[src/rtl/ik_swift_param_writer_if.sv]
// Word stream and byte-wide IKSwift bus bundled for the configuration writer.
// The master side is the bridge/DMA front end; the slave side is the writer itself.
interface ik_swift_param_writer_if;
    logic        word_valid;
    logic        word_ready;
    logic [4:0]  word_index;
    logic [35:0] word_data;
    logic        waitrequest;
    logic        chipselect;
    logic        write;
    logic [7:0]  address;
    logic [7:0]  writedata;

    modport master (
        output word_valid, word_index, word_data, waitrequest,
        input  word_ready, chipselect, write, address, writedata
    );

    modport slave (
        input  word_valid, word_index, word_data, waitrequest,
        output word_ready, chipselect, write, address, writedata
    );
endinterface

[src/rtl/ik_swift_param_writer.sv]
// Serializes 36-bit IKSwift configuration words into byte writes on the
// IKSwift memory interface (five bytes per word, one byte for joint_type).
module ik_swift_param_writer (
    input  logic                         clk,
    input  logic                         reset,
    ik_swift_param_writer_if.slave       bus,
    output logic                         busy,
    output logic                         err,
    input  logic                         clr_err,
    output logic [7:0]                   words_done
);

    typedef enum logic {IDLE, XFER} state_e;

    state_e      state_q, state_d;
    logic [2:0]  bc_q;
    logic        jt_q;
    logic [7:0]  buf_q [4];
    logic        cs_q;
    logic [7:0]  addr_q;
    logic [7:0]  wdata_q;
    logic        err_q;
    logic [7:0]  done_q;

    logic        accept;
    logic        legal;
    logic        final_byte;

    function automatic logic [7:0] base_addr(input logic [4:0] idx);
        if (idx <= 5'd5)       return {idx, 3'b000} + 8'd7;
        else if (idx <= 5'd29) return {idx, 3'b000} + 8'd8;
        else                   return 8'd0;
    endfunction

    // Byte k of a full word, most significant nibble first.
    function automatic logic [7:0] word_byte(input logic [35:0] d, input logic [2:0] k);
        case (k)
            3'd0:    return {4'b0000, d[35:32]};
            3'd1:    return d[31:24];
            3'd2:    return d[23:16];
            3'd3:    return d[15:8];
            default: return d[7:0];
        endcase
    endfunction

    assign final_byte = (state_q == XFER) && (bc_q == (jt_q ? 3'd0 : 3'd4)) && !bus.waitrequest;
    assign accept     = bus.word_valid && bus.word_ready;
    assign legal      = accept && (bus.word_index != 5'd31);

    always_ff @(posedge clk) begin
        if (reset) state_q <= IDLE;
        else       state_q <= state_d;
    end

    always_comb begin
        state_d = state_q;
        case (state_q)
            IDLE:    if (legal) state_d = XFER;
            XFER:    if (final_byte) state_d = legal ? XFER : IDLE;
            default: state_d = IDLE;
        endcase
    end

    always_comb begin
        bus.word_ready = !reset && ((state_q == IDLE) || final_byte);
        busy           = (state_q == XFER);
    end

    always_ff @(posedge clk) begin
        if (reset) begin
            cs_q    <= 1'b0;
            addr_q  <= 8'd0;
            wdata_q <= 8'd0;
            bc_q    <= 3'd0;
            jt_q    <= 1'b0;
            done_q  <= 8'd0;
            err_q   <= 1'b0;
        end else begin
            if (legal) begin
                cs_q    <= 1'b1;
                addr_q  <= base_addr(bus.word_index);
                wdata_q <= (bus.word_index == 5'd30) ? {2'b00, bus.word_data[5:0]}
                                                     : word_byte(bus.word_data, 3'd0);
                bc_q    <= 3'd0;
                jt_q    <= (bus.word_index == 5'd30);
            end else if ((state_q == XFER) && !bus.waitrequest) begin
                if (final_byte) begin
                    cs_q <= 1'b0;
                end else begin
                    bc_q    <= bc_q + 3'd1;
                    addr_q  <= addr_q + 8'd1;
                    wdata_q <= buf_q[bc_q[1:0]];
                end
            end
            if (final_byte) done_q <= done_q + 8'd1;
            // Setting takes priority over a simultaneous clear.
            if (accept && (bus.word_index == 5'd31)) err_q <= 1'b1;
            else if (clr_err)                        err_q <= 1'b0;
        end
    end

    // buf_q[k] holds byte k+1 of the accepted word; byte 0 goes straight to the bus.
    always_ff @(posedge clk) begin
        if (legal) begin
            for (int k = 0; k < 4; k++) buf_q[k] <= word_byte(bus.word_data, 3'(k + 1));
        end
    end

    assign bus.chipselect = cs_q;
    assign bus.write      = cs_q;
    assign bus.address    = addr_q;
    assign bus.writedata  = wdata_q;
    assign err            = err_q;
    assign words_done     = done_q;

endmodule

[src/flat_wrapper.sv]
// flat-port wrapper written by rule: the top's interface ports become plain ports
module ik_swift_param_writer_flat 
  (clk, reset, busy, err, clr_err, words_done, bus_word_valid, bus_word_index, bus_word_data, bus_waitrequest, bus_word_ready, bus_chipselect, bus_write, bus_address, bus_writedata);
  ik_swift_param_writer_if bus_i ();
  input  logic clk;
  input  logic reset;
  output logic busy;
  output logic err;
  input  logic clr_err;
  output logic [7:0] words_done;
  input wire logic [$bits(bus_i.word_valid)-1:0] bus_word_valid;
  input wire logic [$bits(bus_i.word_index)-1:0] bus_word_index;
  input wire logic [$bits(bus_i.word_data)-1:0] bus_word_data;
  input wire logic [$bits(bus_i.waitrequest)-1:0] bus_waitrequest;
  output wire logic [$bits(bus_i.word_ready)-1:0] bus_word_ready;
  output wire logic [$bits(bus_i.chipselect)-1:0] bus_chipselect;
  output wire logic [$bits(bus_i.write)-1:0] bus_write;
  output wire logic [$bits(bus_i.address)-1:0] bus_address;
  output wire logic [$bits(bus_i.writedata)-1:0] bus_writedata;
  assign bus_i.word_valid = bus_word_valid;
  assign bus_i.word_index = bus_word_index;
  assign bus_i.word_data = bus_word_data;
  assign bus_i.waitrequest = bus_waitrequest;
  assign bus_word_ready = bus_i.word_ready;
  assign bus_chipselect = bus_i.chipselect;
  assign bus_write = bus_i.write;
  assign bus_address = bus_i.address;
  assign bus_writedata = bus_i.writedata;
  ik_swift_param_writer u_core (.clk(clk), .reset(reset), .bus(bus_i), .busy(busy), .err(err), .clr_err(clr_err), .words_done(words_done));
endmodule
[config.mk]
export PLATFORM = sky130hd
export DESIGN_NAME = ik_swift_param_writer_flat
export DESIGN_NICKNAME = d
export VERILOG_FILES = /design/src/rtl/ik_swift_param_writer_if.sv /design/src/rtl/ik_swift_param_writer.sv /design/src/flat_wrapper.sv
export SDC_FILE = /design/constraint.sdc
export NUM_CORES = 1
export LEC_CHECK = 0
export CAP_MARGIN = 20
export CORE_UTILIZATION = 44
export CTS_BUF_LIST = sky130_fd_sc_hd__clkbuf_16
export DETAILED_ROUTE_END_ITERATION = 12
export HOLD_SLACK_MARGIN = 0.08
export PLACE_DENSITY = 0.75
export SLEW_MARGIN = 10
export SYNTH_ARGS = -nofsm -noshare
export SYNTH_HDL_FRONTEND = slang
export SYNTH_SLANG_ARGS = --single-unit
export TNS_END_PERCENT = 20
[constraint.sdc]
create_clock -name clk -period 1.9 [get_ports clk]
set_input_delay 0.19 -clock clk [delete_from_list [all_inputs] [get_ports clk]]
set_output_delay 0.19 -clock clk [all_outputs]
set_load 0.01 [all_outputs]
Word-level counts from Yosys, hierarchy flattened
Memories as Yosys holds them, arrays and structs flattened. A register that Yosys moved wholly into a read port is not among the register bits. Cells that the tools add are included.

Register bits: 31. Memories: 1. Memory bits (writable): 32. Word-level logic and storage cells: 65.

Memory list: u_core.buf_q (words 4, width 8, read ports 1, clocked after Yosys merged registers in 1, write ports 4, RTL line ik_swift_param_writer.sv:18) `logic [7:0] buf_q [4];`.

Add/subtract/negate cells: 5. Eq/ne operators: 5. Reductions and logical operators: 17. Bitwise operators: 2. Mux-type cells: 25. $lt $le $gt $ge: 2.

Operator list (number): $mux W8 (12); $add A8 B1 Y8 const B (2); $eq A5 B5 Y1 const B (2); $add A8 B3 Y8 const B (1); $add A8 B4 Y8 const B (1); $mux W1 (8); $logic_and A1 B1 Y1 (7); $mux W6 (1); $reduce_and A2 Y1 (3); $reduce_bool A2 Y1 (3); $le A5 B3 Y1 const B (1); $le A5 B5 Y1 const B (1); $ne A5 B5 Y1 const B (1); $mux W2 (2); $add A3 B1 Y3 const B (1); $eq A3 B3 Y1 (1); $mux W3 (1); $logic_not A1 Y1 (2); $ne A2 B1 Y1 const B (1); $not A1 Y1 (2); $pmux W1 S2 (1); $reduce_or A2 Y1 (1); $logic_or A1 B1 Y1 (1).

Logic depth before layout (Yosys ltp)
Word-level depth: 11. Gate-level depth with buffers: 8.

Worst setup path before layout
Ideal clock, no wire load.

Path type: input port to flip-flop. From: in bus_word_index[0]. To: reg u_core.addr_q[6] (netlist: u_core.bus.address[6]). Arrival time: 1.884 ns. Path slack: -0.105 ns. Setup time: 0.122 ns. Path buffers: 0. Data required time: 1.778 ns. Stages: 8. Path through: ha_1 -> and3_1 -> ha_1 -> nor3b_1 -> nand2_2 -> clkinv_2 -> nor4b_1 -> a221o_1.

Cells in the longest elaborated chain, start to end: 4. Elaborated cells on any way between the ends: 12. Classes of those cells: add/sub (2); order compare (2); eq/ne (2); mux (3); reduce/logical (3).

RTL lines: start, declared (RTL line flat_wrapper.sv:12) `input wire logic [$bits(bus_i.word_index)-1:0] bus_word_index;`; $ne A5 B5 Y1 (*) (RTL line ik_swift_param_writer.sv:48) `assign legal = accept && (bus.word_index != 5'd31);`; $logic_and A1 B1 Y1 (*) (RTL line ik_swift_param_writer.sv:48); net u_core.legal (RTL line ik_swift_param_writer.sv:26) `logic legal;`; $ne A2 B1 Y1 (no source line) or $reduce_bool A2 Y1 (tied branches); $reduce_and A2 Y1 (no source line); end signal, assigned (RTL line ik_swift_param_writer.sv:81) `addr_q <= base_addr(bus.word_index);`; end signal, assigned (RTL line ik_swift_param_writer.sv:91) `addr_q <= addr_q + 8'd1;`; end, declared (RTL line ik_swift_param_writer.sv:20) `logic [7:0] addr_q;`.

Mark *: on every way through the listed nets, which the timed path passes. The rest lies on a longest branch. A chain may end at the register's enable or synchronous reset.

Worst setup path in the final report
From: in bus_word_index[0]. To: reg u_core.wdata_q[2] (netlist: u_core.bus.writedata[2]).

Cells in the longest elaborated chain, start to end: 4. Elaborated cells on any way between the ends: 8. Classes of those cells: eq/ne (3); mux (2); reduce/logical (3).

RTL lines: $ne A5 B5 Y1 (*) (RTL line ik_swift_param_writer.sv:48); $logic_and A1 B1 Y1 (*) (RTL line ik_swift_param_writer.sv:48); net u_core.legal (RTL line ik_swift_param_writer.sv:26); $ne A2 B1 Y1 (no source line) or $reduce_bool A2 Y1 (tied branches); $reduce_and A2 Y1 (no source line); end signal, assigned (RTL line ik_swift_param_writer.sv:82) `wdata_q <= (bus.word_index == 5'd30) ? {2'b00, bus.word_data[5:0]}`; end signal, assigned (RTL line ik_swift_param_writer.sv:92) `wdata_q <= buf_q[bc_q[1:0]];`; end, declared (RTL line ik_swift_param_writer.sv:21) `logic [7:0] wdata_q;`.

Marks and branches as above.

==> flow_summary.toml <==
[timing]
setup_viol = 0
finalCritPeriodShare_pct = 95.9
tightest_slew_ns = 0.426
slew_violations = 0
slew_headroom_pct = 71.6
hold_viol_final = 0
period_needed_ns = 1.82
fin_skew_ns = 0.00697
max_freq_mhz = 549

[placed_design]
gp_congestion = 0.778
post-dp-hpwl_mm = 4.76
port-buffer-count = 74
dp_cells = 430
placed_area_mm2 = 0.00395

[clock_network]
ctsRootBufferMaster = "clkbuf_16"
tritoncts.num_buffers = 9
clkLatencyLatePin_ns = 0.33
clockBufferDepth = 2
postCtsHoldBufs = 0
cts.htree.levels = 3
cts.clk_slew.worst_paths_ns = 0.05
cts.sinks = 65
cts_tree = "done"

[global_route]
grt_usage_pct = 19.8
grt_first_pass_wirelength_mm = 10.7
antenna_found_initial = 0
grt-ovfl-total = 0
grt_pass1_vias = 2365
grt_max_degree = 29

[finish]
multiInputGateArea_mm2 = 0.00127
instances_no_fill = 446
final_cell_mix = "73 x clkdlybuf4s50_1, 37 x nand2_1, 33 x dfxtp_1, 32 x edfxtp_1"
final_area_mm2 = 0.00427
nFillCells = 472
drive_above_1_share_pct = 17.9
final_common_cell = "clkdlybuf4s50_1"
area_delta_synth_final_pct = 45.4
seq_area_mm2 = 0.00162
insertedDiodeCount = 0
nNetsFinal = 418

[synth]
syn_nets = 318
synthTopCellsByArea = "edfxtp_1 33%, dfxtp_1 23%, mux4_2 6.1%, nand2_1 4.7%, ha_1 3.4%"
yosysTopAreaCellShare_pct = 32.8
synth_cells = 264
yosysTopAreaCell = "edfxtp_1"
syn-cell-area_mm2 = 0.00293
synth_edf_count = 32
synth_cell_types = 46
yosys_warnings = 0
yosysSeqAreaShare_pct = 55.3
avgSynthCellArea_um2 = 11.1
ys_async_sr_fraction_pct = 0
ys.flop_type = "dfxtp_1"
ys_ff_latch = 65

[setup_path]
crit_path_max_incr_delay_ns = 0.43
worstSetupStartpointType = "primary input"
cp.required_ns = 2.14
cp.arrival_ns = 2.06
cp-startpoint = "bus_word_index[0]"
path_cells = "clkdlybuf4s50_1 -> ha_2 -> and3_1 -> ha_2 -> nor3b_2 -> buf_4 -> nand2_8 -> inv_8 -> buf_12 -> nand2_1 -> a31oi_1"
reg2reg_slack_ns = 0.17
critical_path_peak_fanout = 10
slowest_stage = "clkdlybuf4s50_1"
critPathKind = "primary input to flop"
r2r_start = "u_core.bc_q[0]$_SDFFE_PP0P_"
end_kind = "flop"
crit_top_cell = "ha_2"

[route]
dr.pass1.iters = 5
via_count = 2350
initialDrtViolationCount = 89
finalWirelength_mm = 6.57
drc = 0
via_per_inst = 5.27
routedWlPerCell_um = 14.7
ant_nets = 0

[die]
row_count = 29
io_pins = 75
start_util_pct = 45.9
die_h_um = 83.7
fp.dieW_um = 83.7
dieArea_mm2 = 0.00700
coreArea_mm2 = 0.00639

[power]
p_leak_nw = 1.56
peakVddDrop_mv = 0.874
p_per_area_mw_per_mm2 = 798

[worst_hold_path]
hold_path.startpoint = "bus_word_data[15]"
hold_path_class = "primary input to flop"

[job]
drv_cap = 0

[outcome]
status = "completed"
[critical path: cells and delay by family]
kind            cells  cell delay (ns)
compound gates      1             0.17
fa+ha+maj           2             0.38
buf+inv             4             0.83
simple gates        4             0.48
[layout make-up]
type / instances / area share (%)
multi-input cells: 179 / 29.8
repair buffers: 101 / 23.1
well taps: 77 / 2.26
clock inverters: 7 / 0.733
flip-flops and latches: 65 / 38.0
clock buffers: 9 / 5.28
inverters: 8 / 0.880
[per-stage QoR]
step / worst slack (ns) / setup TNS (ns) / hold WS, ns / utilization [%] / power, mW
after floorplan: 0.0252 / 0 / 0.289 / - / 1.76
after global placement: -0.321 / -15.90 / 0.450 / 61.9 / 2.00
after detailed placement: -0.412 / -19.77 / 0.456 / 61.9 / 2.01
after CTS: 0.0180 / 0 / 0.412 / 66.1 / 3.41
after global routing: -0.00984 / -0.0151 / 0.410 / 66.8 / 3.52
final: 0.0777 / 0 / 0.417 / 66.8 / 3.40
[power breakdown]
group,leakage [nW],internal (mW),switching (mW)
clock,0.140,0.858,0.546
combinational,0.859,0.246,0.185
sequential,0.565,1.53,0.0346
[logic make-up (layout without fill, tap and decap cells)]
group / after synthesis / count (layout) / synth area share (%)
XOR/XNOR: 12 / 12 / 3.84
AND/OR/NAND/NOR: 110 / 110 / 18.8
flip-flops: 65 / 65 / 55.3
multiplexers: 10 / 10 / 6.82
adder cells (fa/ha/maj): 8 / 8 / 3.41
AO/OA/AOI/OAI: 39 / 39 / 8.66
buffers and inverters: 20 / 125 / 3.16
[synthesized netlist by cell type (2+ instances only)]
cell type  count
nand2_1       37
dfxtp_1       33
edfxtp_1      32
nor2_1        23
a21oi_1       12
nand3_1       12
a31oi_1        8
ha_1           8
mux4_2         8
o21ai_0        8
inv_1          7
clkbuf_1       6
nor3_1         6
xnor2_1        6
xor2_1         5
and3_1         4
buf_2          4
nand2b_1       4
nand4_1        4
nor2b_1        3
nor4_1         3
a211oi_1       2
and4_1         2
mux2i_1        2
nand3b_1       2
nor3_4         2
nor3b_1        2
[timing repair]
item / CTS / global route
setup buffers: 0 / 0
setup endpoints to repair: 47 / 51
resized for setup: 4 / 10
endpoints found under the hold margin: 0 / 0
pin swaps: 1 / 2
[layer usage]
layer | vias up | share of wire [%] | GRT usage [%] | wire (µm)
li1 | 1157 | - | - | -
met1 | 1121 | 42 | 22.8 | 2790
met2 | 62 | 52 | 34.9 | 3420
met3 | 10 | 3.9 | 5.44 | 256
met4 | 0 | 1.6 | 7.70 | 106
met5 | - | 0 | 0 | 0
[final timing paths]
check | cells past startpoint | endpoint
setup / recovery | 11 | u_core.bus.writedata[2]$_SDFFE_PP0P_
hold / removal | 1 | u_core.buf_q[2][7]$_DFFE_PP_
hold reg to reg | 2 | u_core.bus.writedata[7]$_SDFFE_PP0P_
setup reg to reg | 8 | u_core.bus.address[6]$_SDFFE_PP0P_
[sequential cells by signal (all words and copies together) (netlist names), named ones only]
register	count
u_core.bus.writedata	8
u_core.jt_q	1
u_core.bus.address	8
u_core.words_done	8
u_core.buf_q	32
u_core.err	1
u_core.busy	1
u_core.bc_q	3
u_core.bus.chipselect	1
No activity file was read; power rests on OpenSTA's default activity.
